**src/rtl/vx_om_req_serializer.sv**
```systemverilog
// Serializes one NUM_LANES-wide OM request into per-lane pixel requests, lowest lane first.
// All-zero-mask requests are consumed silently; back-to-back requests run without bubbles.
module vx_om_req_serializer #(
  parameter int unsigned NUM_LANES  = 4,
  parameter int unsigned DIM_BITS   = 11,
  parameter int unsigned DEPTH_BITS = 24,
  parameter int unsigned UUID_WIDTH = 1,
  localparam int unsigned LANE_W    = (NUM_LANES > 1) ? $clog2(NUM_LANES) : 1
) (
  input  logic                             clk,
  input  logic                             reset_n,
  input  logic                             in_valid,
  output logic                             in_ready,
  input  logic [UUID_WIDTH-1:0]            in_uuid,
  input  logic [NUM_LANES-1:0]             in_mask,
  input  logic [NUM_LANES*DIM_BITS-1:0]    in_pos_x,
  input  logic [NUM_LANES*DIM_BITS-1:0]    in_pos_y,
  input  logic [NUM_LANES*32-1:0]          in_color,
  input  logic [NUM_LANES*DEPTH_BITS-1:0]  in_depth,
  input  logic [NUM_LANES-1:0]             in_face,
  output logic                             out_valid,
  input  logic                             out_ready,
  output logic [UUID_WIDTH-1:0]            out_uuid,
  output logic [LANE_W-1:0]                out_lane,
  output logic [DIM_BITS-1:0]              out_pos_x,
  output logic [DIM_BITS-1:0]              out_pos_y,
  output logic [31:0]                      out_color,
  output logic [DEPTH_BITS-1:0]            out_depth,
  output logic                             out_face,
  output logic                             out_last
);

  typedef enum logic {
    IDLE = 1'b0,
    BUSY = 1'b1
  } state_e;

  state_e                            state_q, state_d;
  logic [NUM_LANES-1:0]              pending_q, pending_d;
  logic [UUID_WIDTH-1:0]             uuid_q;
  logic [NUM_LANES*DIM_BITS-1:0]     pos_x_q, pos_y_q;
  logic [NUM_LANES*32-1:0]           color_q;
  logic [NUM_LANES*DEPTH_BITS-1:0]   depth_q;
  logic [NUM_LANES-1:0]              face_q;

  logic                              accept_c, fire_c, load_c, last_c;
  logic [NUM_LANES-1:0]              sel_onehot_c;

  // Lowest pending lane drives the pixel fields; pending==0 leaves every field at 0.
  always_comb begin
    out_lane  = '0;
    out_pos_x = '0;
    out_pos_y = '0;
    out_color = '0;
    out_depth = '0;
    out_face  = 1'b0;
    for (int i = NUM_LANES - 1; i >= 0; i--) begin
      if (pending_q[i]) begin
        out_lane  = LANE_W'(i);
        out_pos_x = pos_x_q[i*DIM_BITS +: DIM_BITS];
        out_pos_y = pos_y_q[i*DIM_BITS +: DIM_BITS];
        out_color = color_q[i*32 +: 32];
        out_depth = depth_q[i*DEPTH_BITS +: DEPTH_BITS];
        out_face  = face_q[i];
      end
    end
  end

  assign sel_onehot_c = pending_q & (~pending_q + NUM_LANES'(1));
  assign last_c       = (pending_q & (pending_q - NUM_LANES'(1))) == '0;

  assign out_valid = (state_q == BUSY);
  assign out_last  = out_valid & last_c;
  assign out_uuid  = out_valid ? uuid_q : '0;

  // in_ready looks through out_ready so the next request loads on the last pixel.
  assign in_ready = (state_q == IDLE) | (out_valid & out_ready & out_last);
  assign accept_c = in_valid & in_ready;
  assign fire_c   = out_valid & out_ready;
  assign load_c   = accept_c & (|in_mask);

  always_comb begin
    state_d   = state_q;
    pending_d = pending_q;
    if (fire_c) begin
      pending_d = pending_q & ~sel_onehot_c;
      if (out_last) begin
        state_d = IDLE;
      end
    end
    if (accept_c) begin
      pending_d = in_mask;
      state_d   = (|in_mask) ? BUSY : IDLE;
    end
  end

  always_ff @(posedge clk or negedge reset_n) begin
    if (!reset_n) begin
      state_q   <= IDLE;
      pending_q <= '0;
      uuid_q    <= '0;
      pos_x_q   <= '0;
      pos_y_q   <= '0;
      color_q   <= '0;
      depth_q   <= '0;
      face_q    <= '0;
    end else begin
      state_q   <= state_d;
      pending_q <= pending_d;
      if (load_c) begin
        uuid_q  <= in_uuid;
        pos_x_q <= in_pos_x;
        pos_y_q <= in_pos_y;
        color_q <= in_color;
        depth_q <= in_depth;
        face_q  <= in_face;
      end
    end
  end

endmodule

```
**config.mk**
```make
export PLATFORM = sky130hd
export DESIGN_NAME = vx_om_req_serializer
export DESIGN_NICKNAME = d
export VERILOG_FILES = /design/src/rtl/vx_om_req_serializer.sv
export SDC_FILE = /design/constraint.sdc
export NUM_CORES = 1
export LEC_CHECK = 0
export BUFFER_PORTS_ARGS = -buffer_cell sky130_fd_sc_hd__buf_4
export CORE_MARGIN = 2
export CORE_UTILIZATION = 53
export DETAILED_ROUTE_END_ITERATION = 10
export PLACE_DENSITY_LB_ADDON = 0.25
export SLEW_MARGIN = 15
export SYNTH_ARGS = -nofsm -noshare
export SYNTH_HDL_FRONTEND = slang
export SYNTH_SLANG_ARGS = --single-unit
```
**constraint.sdc**
```tcl
create_clock -name clk -period 2.35 [get_ports clk]
set_input_delay 0.1175 -clock clk [delete_from_list [all_inputs] [get_ports clk]]
set_output_delay 0.1175 -clock clk [all_outputs]
set_load 0.02 [all_outputs]
```
# After elaboration in Yosys (flattened, before gate mapping)
# Cells that the tools add are included.
word_totals:
  wordCells: 58
  reg_bits: 322
classes:
  n_mux: 31
  n_addsub: 2
  bitwise: 12
  n_reduce_logical: 5
op_table:
  columns: ["op", "n"]
  rows:
  - ["32-bit 2-to-1 mux", 4]
  - ["24-bit 2-to-1 mux", 4]
  - ["11-bit 2-to-1 mux", 8]
  - ["4-bit AND", 3]
  - ["1-bit 2-to-1 mux", 9]
  - ["2-bit 2-to-1 mux", 4]
  - ["4-bit 2-to-1 mux", 2]
  - ["4-bit inverter", 2]
  - ["1-bit AND", 5]
  - ["4-bit by 1-bit adder with 4-bit output (second input constant)", 1]
  - ["4-bit logical NOT", 1]
  - ["2-bit nonzero test", 2]
  - ["4-bit OR reduction", 1]
  - ["4-bit by 1-bit subtractor with 4-bit output (second input constant)", 1]
  - ["2-bit AND reduction", 1]
  - ["1-bit inverter", 1]
  - ["1-bit bitwise OR", 1]

# Depth between registers and ports, before layout
logic_depth:
  word_depth: 9
  mapped_depth: 8
  depth_no_buf: 4

# Least setup slack after synthesis
# Ideal clock, no wire load.
synth_timing:
  path_kind: "register to register"
  startpoint: "reg state_q (netlist: out_valid)"
  endpoint: "reg color_q[100]"
  stages_incl_launch_ff: 9
  arrival_time_ns: 1.840
  n_path_buf: 4
  setup_slack_ns: 0.385
  path_cell_list: "dfrtp_1 -> buf_2 -> nor2b_1 -> nand3b_1 -> a21oi_1 -> buf_6 -> buf_8 -> buf_12 -> mux2_4"
synth_via:
  elab_chain_len: 5
  elab_cells_between_ends: 7
  cone_classes: "7 x bitwise"
synth_rtl:
  columns: ["item", "line_no", "source"]
  rows:
  - ["from (decl)", "38", "state_e state_q, state_d;"]
  - ["from (signal assigned)", "108", "state_q <= state_d;"]
  - ["1-bit AND, on equally long branches", "77, 73", null]
  - ["1-bit AND", "77", "assign in_ready = (state_q == IDLE) | (out_valid & out_ready & out_last);"]
  - ["1-bit bitwise OR *", "77", null]
  - ["1-bit AND *", "78", "assign accept_c = in_valid & in_ready;"]
  - ["1-bit AND *", "80", "assign load_c = accept_c & (|in_mask);"]
  - ["to (signal assigned)", "114", "color_q <= in_color;"]
  - ["to (decl)", "42", "logic [NUM_LANES*32-1:0] color_q;"]
# Mark *: on every way between the ends. The rest lies on a longest branch, timed or not.
# A chain may end at the register's enable or synchronous reset.

# Worst setup path in the final report
layout_timing:
  startpoint: "reg pending_q[2]"
  endpoint: "out out_pos_y[0]"
layout_via:
  elab_chain_len: 3
layout_rtl:
  columns: ["item", "line_no", "source"]
  rows:
  - ["from (decl)", "39", "logic [NUM_LANES-1:0] pending_q, pending_d;"]
  - ["from (signal assigned)", "109", "pending_q <= pending_d;"]
  - ["11-bit 2-to-1 mux (3 in a row)", "58", "if (pending_q[i]) begin"]
  - ["to (decl)", "26", "output logic [DIM_BITS-1:0] out_pos_y,"]
# No other way between the ends.

==> run metrics <==
status=finished with violations; violated checks=negative setup slack; share of the synthesized area in the top cell type=0.538; Final Power=30.2 mW; Slowest-stage cell, CP=dfrtp_4; Die Y=172 µm; type of destination of the critical path=output pin; GRT Overall Usage=0.357; Fill cells=1313; first-pass GRT wire length=80300 µm; Compound-Gate Fraction of Synth Area=0.0915; PwrDens=1300 mW/mm²; main combinational cell family by area after synthesis=multiplexers; Routed WL=54200 µm; adder-cell share of the synthesized area=0; Routed wire per std cell=24.4 µm; Setup crit start kind=flop; Worst EP required=2230 ps; Seq/Total Area, Yosys=0.538; final setup vio count=3; number of CTS-inserted buffers=36; largest net degree at the start of global routing=104; Nets=2134; cell breakdown of the critical path=nor2b_4, buf_4, buf_12, a221oi_1, o31ai_2, buf_4; clock sinks=322; later-pin clock latency in the skew report=520 ps; TritonCTS clock tree=done; pre-CTS setup slack=180 ps; Port-buffer cells=409; synth unique cells=27; vias per cell=5.82; I/O pin count=410; TritonRoute pass-1 iters=5; initial core utilization=0.539; core box area=0.0278 mm²; Arr. time, crit path=2290 ps; Area growth, synth to finish=54.5%; synthesized cell area=0.0150 mm²; DP HPWL=26500 µm; Worst path top cell family by delay=buffers and inverters; cell taking the most area after synthesis=dfrtp_1; setup ws final=-56.2 ps; total of warnings raised by yosys=0; worst hold path type=in -> reg; Post-Synth XOR/XNOR Area=0; period utilisation layout=1.02; Final min period=2410 ps; DRC Markers=0; Final GP Congestion=0.817; critical path class=reg -> out; max-cap viol count=0; gr ovfl total=0; initial antenna violation count=6; Via Count=12.9k; count of final hold-check violations=0; CP dominant cell by count=buf_4; initial drt markers=1109; mux contribution to synthesized area=0.271; worst-case clock buffer depth=3; simple-gate area share of the yosys netlist=0.0591; Root Buffer=clkbuf_16; row count=61; vias in the first global route=14.2k; H-tree Lvls=2; synthesized area per cell=13.9 µm²; post-synthesis register bit count=322; layout cells sized above 1=0.460; WP buf/inv=3; Synth Net Count=1407; Max stage delay on crit path=510 ps; Slew headroom=0.528; Syn Inst Count=1082; die area=0.0296 mm²; Slew @ Worst Pin=707 ps; clk_skew=18.2 ps; leak pwr=10.3 nW; Clock transition at path regs=60 ps; fmax=416 MHz; max-slew violation count=0; Peak VDD IR=0.000958 V; post-route antenna net violation count=0; Die Span X=172 µm; RSZ-0062 raised after global routing=yes; CP Max Fanout=12; top post-synthesis cells by area=dfrtp_1, mux2_2, mux2_4
==> synth_stat cells (all sizes together) <==
master  instances
dfrtp         322
mux2          317
nand2          84
nor2b          81
a221oi         78
o31ai          78
clkbuf         48
buf            43
o21ai           7
nor2            5
a21oi           3
o21a            3
a211oi          2
inv             2
nand3           2
nand3b          2
a21o            1
and2            1
nand2b          1
o211ai          1
or4             1
==> metal layers <==
metal	GRT usage	routed length [µm]	part of all wire
met5	0	0	0
met4	0.218	3350	0.062
met3	0.0813	4370	0.081
met2	0.612	27200	0.50
met1	0.408	19400	0.36
==> final timing paths <==
check	cells after the start	to	slack (ps)	startpoint
worst max-delay path	6	out_pos_y[0]	-60	pending_q[2]
worst min-delay path	5	pending_q[1]	50	out_ready
worst max register to register	6	pending_q[3]	90	pending_q[0]
worst min register to register	1	depth_q[14]	510	depth_q[14]
max in group asynchronous	3	color_q[79]	1360	reset_n
min in group asynchronous	2	color_q[26]	120	reset_n
==> cell families after synthesis <==
group / count (synthesis)
flip-flops: 322
multiplexers: 317
AND/OR/NAND/NOR: 177
AO/OA/AOI/OAI: 173
buffers and inverters: 93
==> cell usage in the layout (no fill, tap or decap), types with 4 or more instances in the layout <==
master           n
nor2_1           5
mux2_2         187
o21ai_0          7
a221oi_1        75
dfrtp_1        318
dlygate4sd3_1  327
o31ai_2          9
clkbuf_1         7
clkbuf_8         8
buf_12          17
o31ai_1         69
nand2_1         84
nor2b_1         80
mux2_4         130
buf_6            4
diode_2          9
clkbuf_16       40
buf_4          426
==> worst min-delay path, cell delays in order <==
cell and delay, ps:
buf_4 120, inv_1 60, o21a_1 100, o21ai_0 60
o21ai_0 60
==> flip-flops by register name (all words and copies together) (netlist names) <==
signal,cells
color_q,128
depth_q,96
pos_x_q,44
pos_y_q,44
face_q,4
pending_q,4
out_valid,1
uuid_q,1
==> report_power, final <==
part           total [mW]  leakage, nW  internal (mW)  switching, mW
clock                5.83        0.593           3.46           2.38
combinational        13.9         5.99           7.16           6.74
sequential           10.4         3.76           8.40           2.02
total                30.2         10.3           19.0           11.1
==> area by class of cell <==
cell class,count,area [µm²],share of cell area
flip-flops and latches,322,8070,0.348
repair buffers,780,6990,0.302
diodes,9,22.5,0.000972
multi-input cells,667,6400,0.276
well taps,378,473,0.0204
clock inverters,11,156,0.00675
clock buffers,51,1050,0.0453
inverters,2,7.51,0.000324
==> stage by stage <==
step | utilization | TNS (ps) | instance area, µm² | hold WS (ps) | instances
2_1_floorplan | - | 0 | 15000 | -178 | 1082
3_3_place_gp | 0.664 | 0 | 18400 | 106 | 1815
3_5_place_dp | 0.664 | 0 | 18400 | 112 | 1815
4_1_cts | 0.827 | -49.2 | 23000 | 23.6 | 2205
5_1_grt | 0.833 | -276 | 23200 | 90.8 | 2217
6_report | 0.834 | -62.2 | 23200 | 54.4 | 2220
==> what timing repair did <==
action / CTS / global route
pin swaps: 1 / 30
hold buffers: 327 / 0
gates cloned: 1 / 3
hold endpoints to repair: 417 / 0
setup endpoints to repair: 9 / 45
buffers inserted: 0 / 3
resized for setup: 5 / 15
Power figures use the tool's default switching activity.
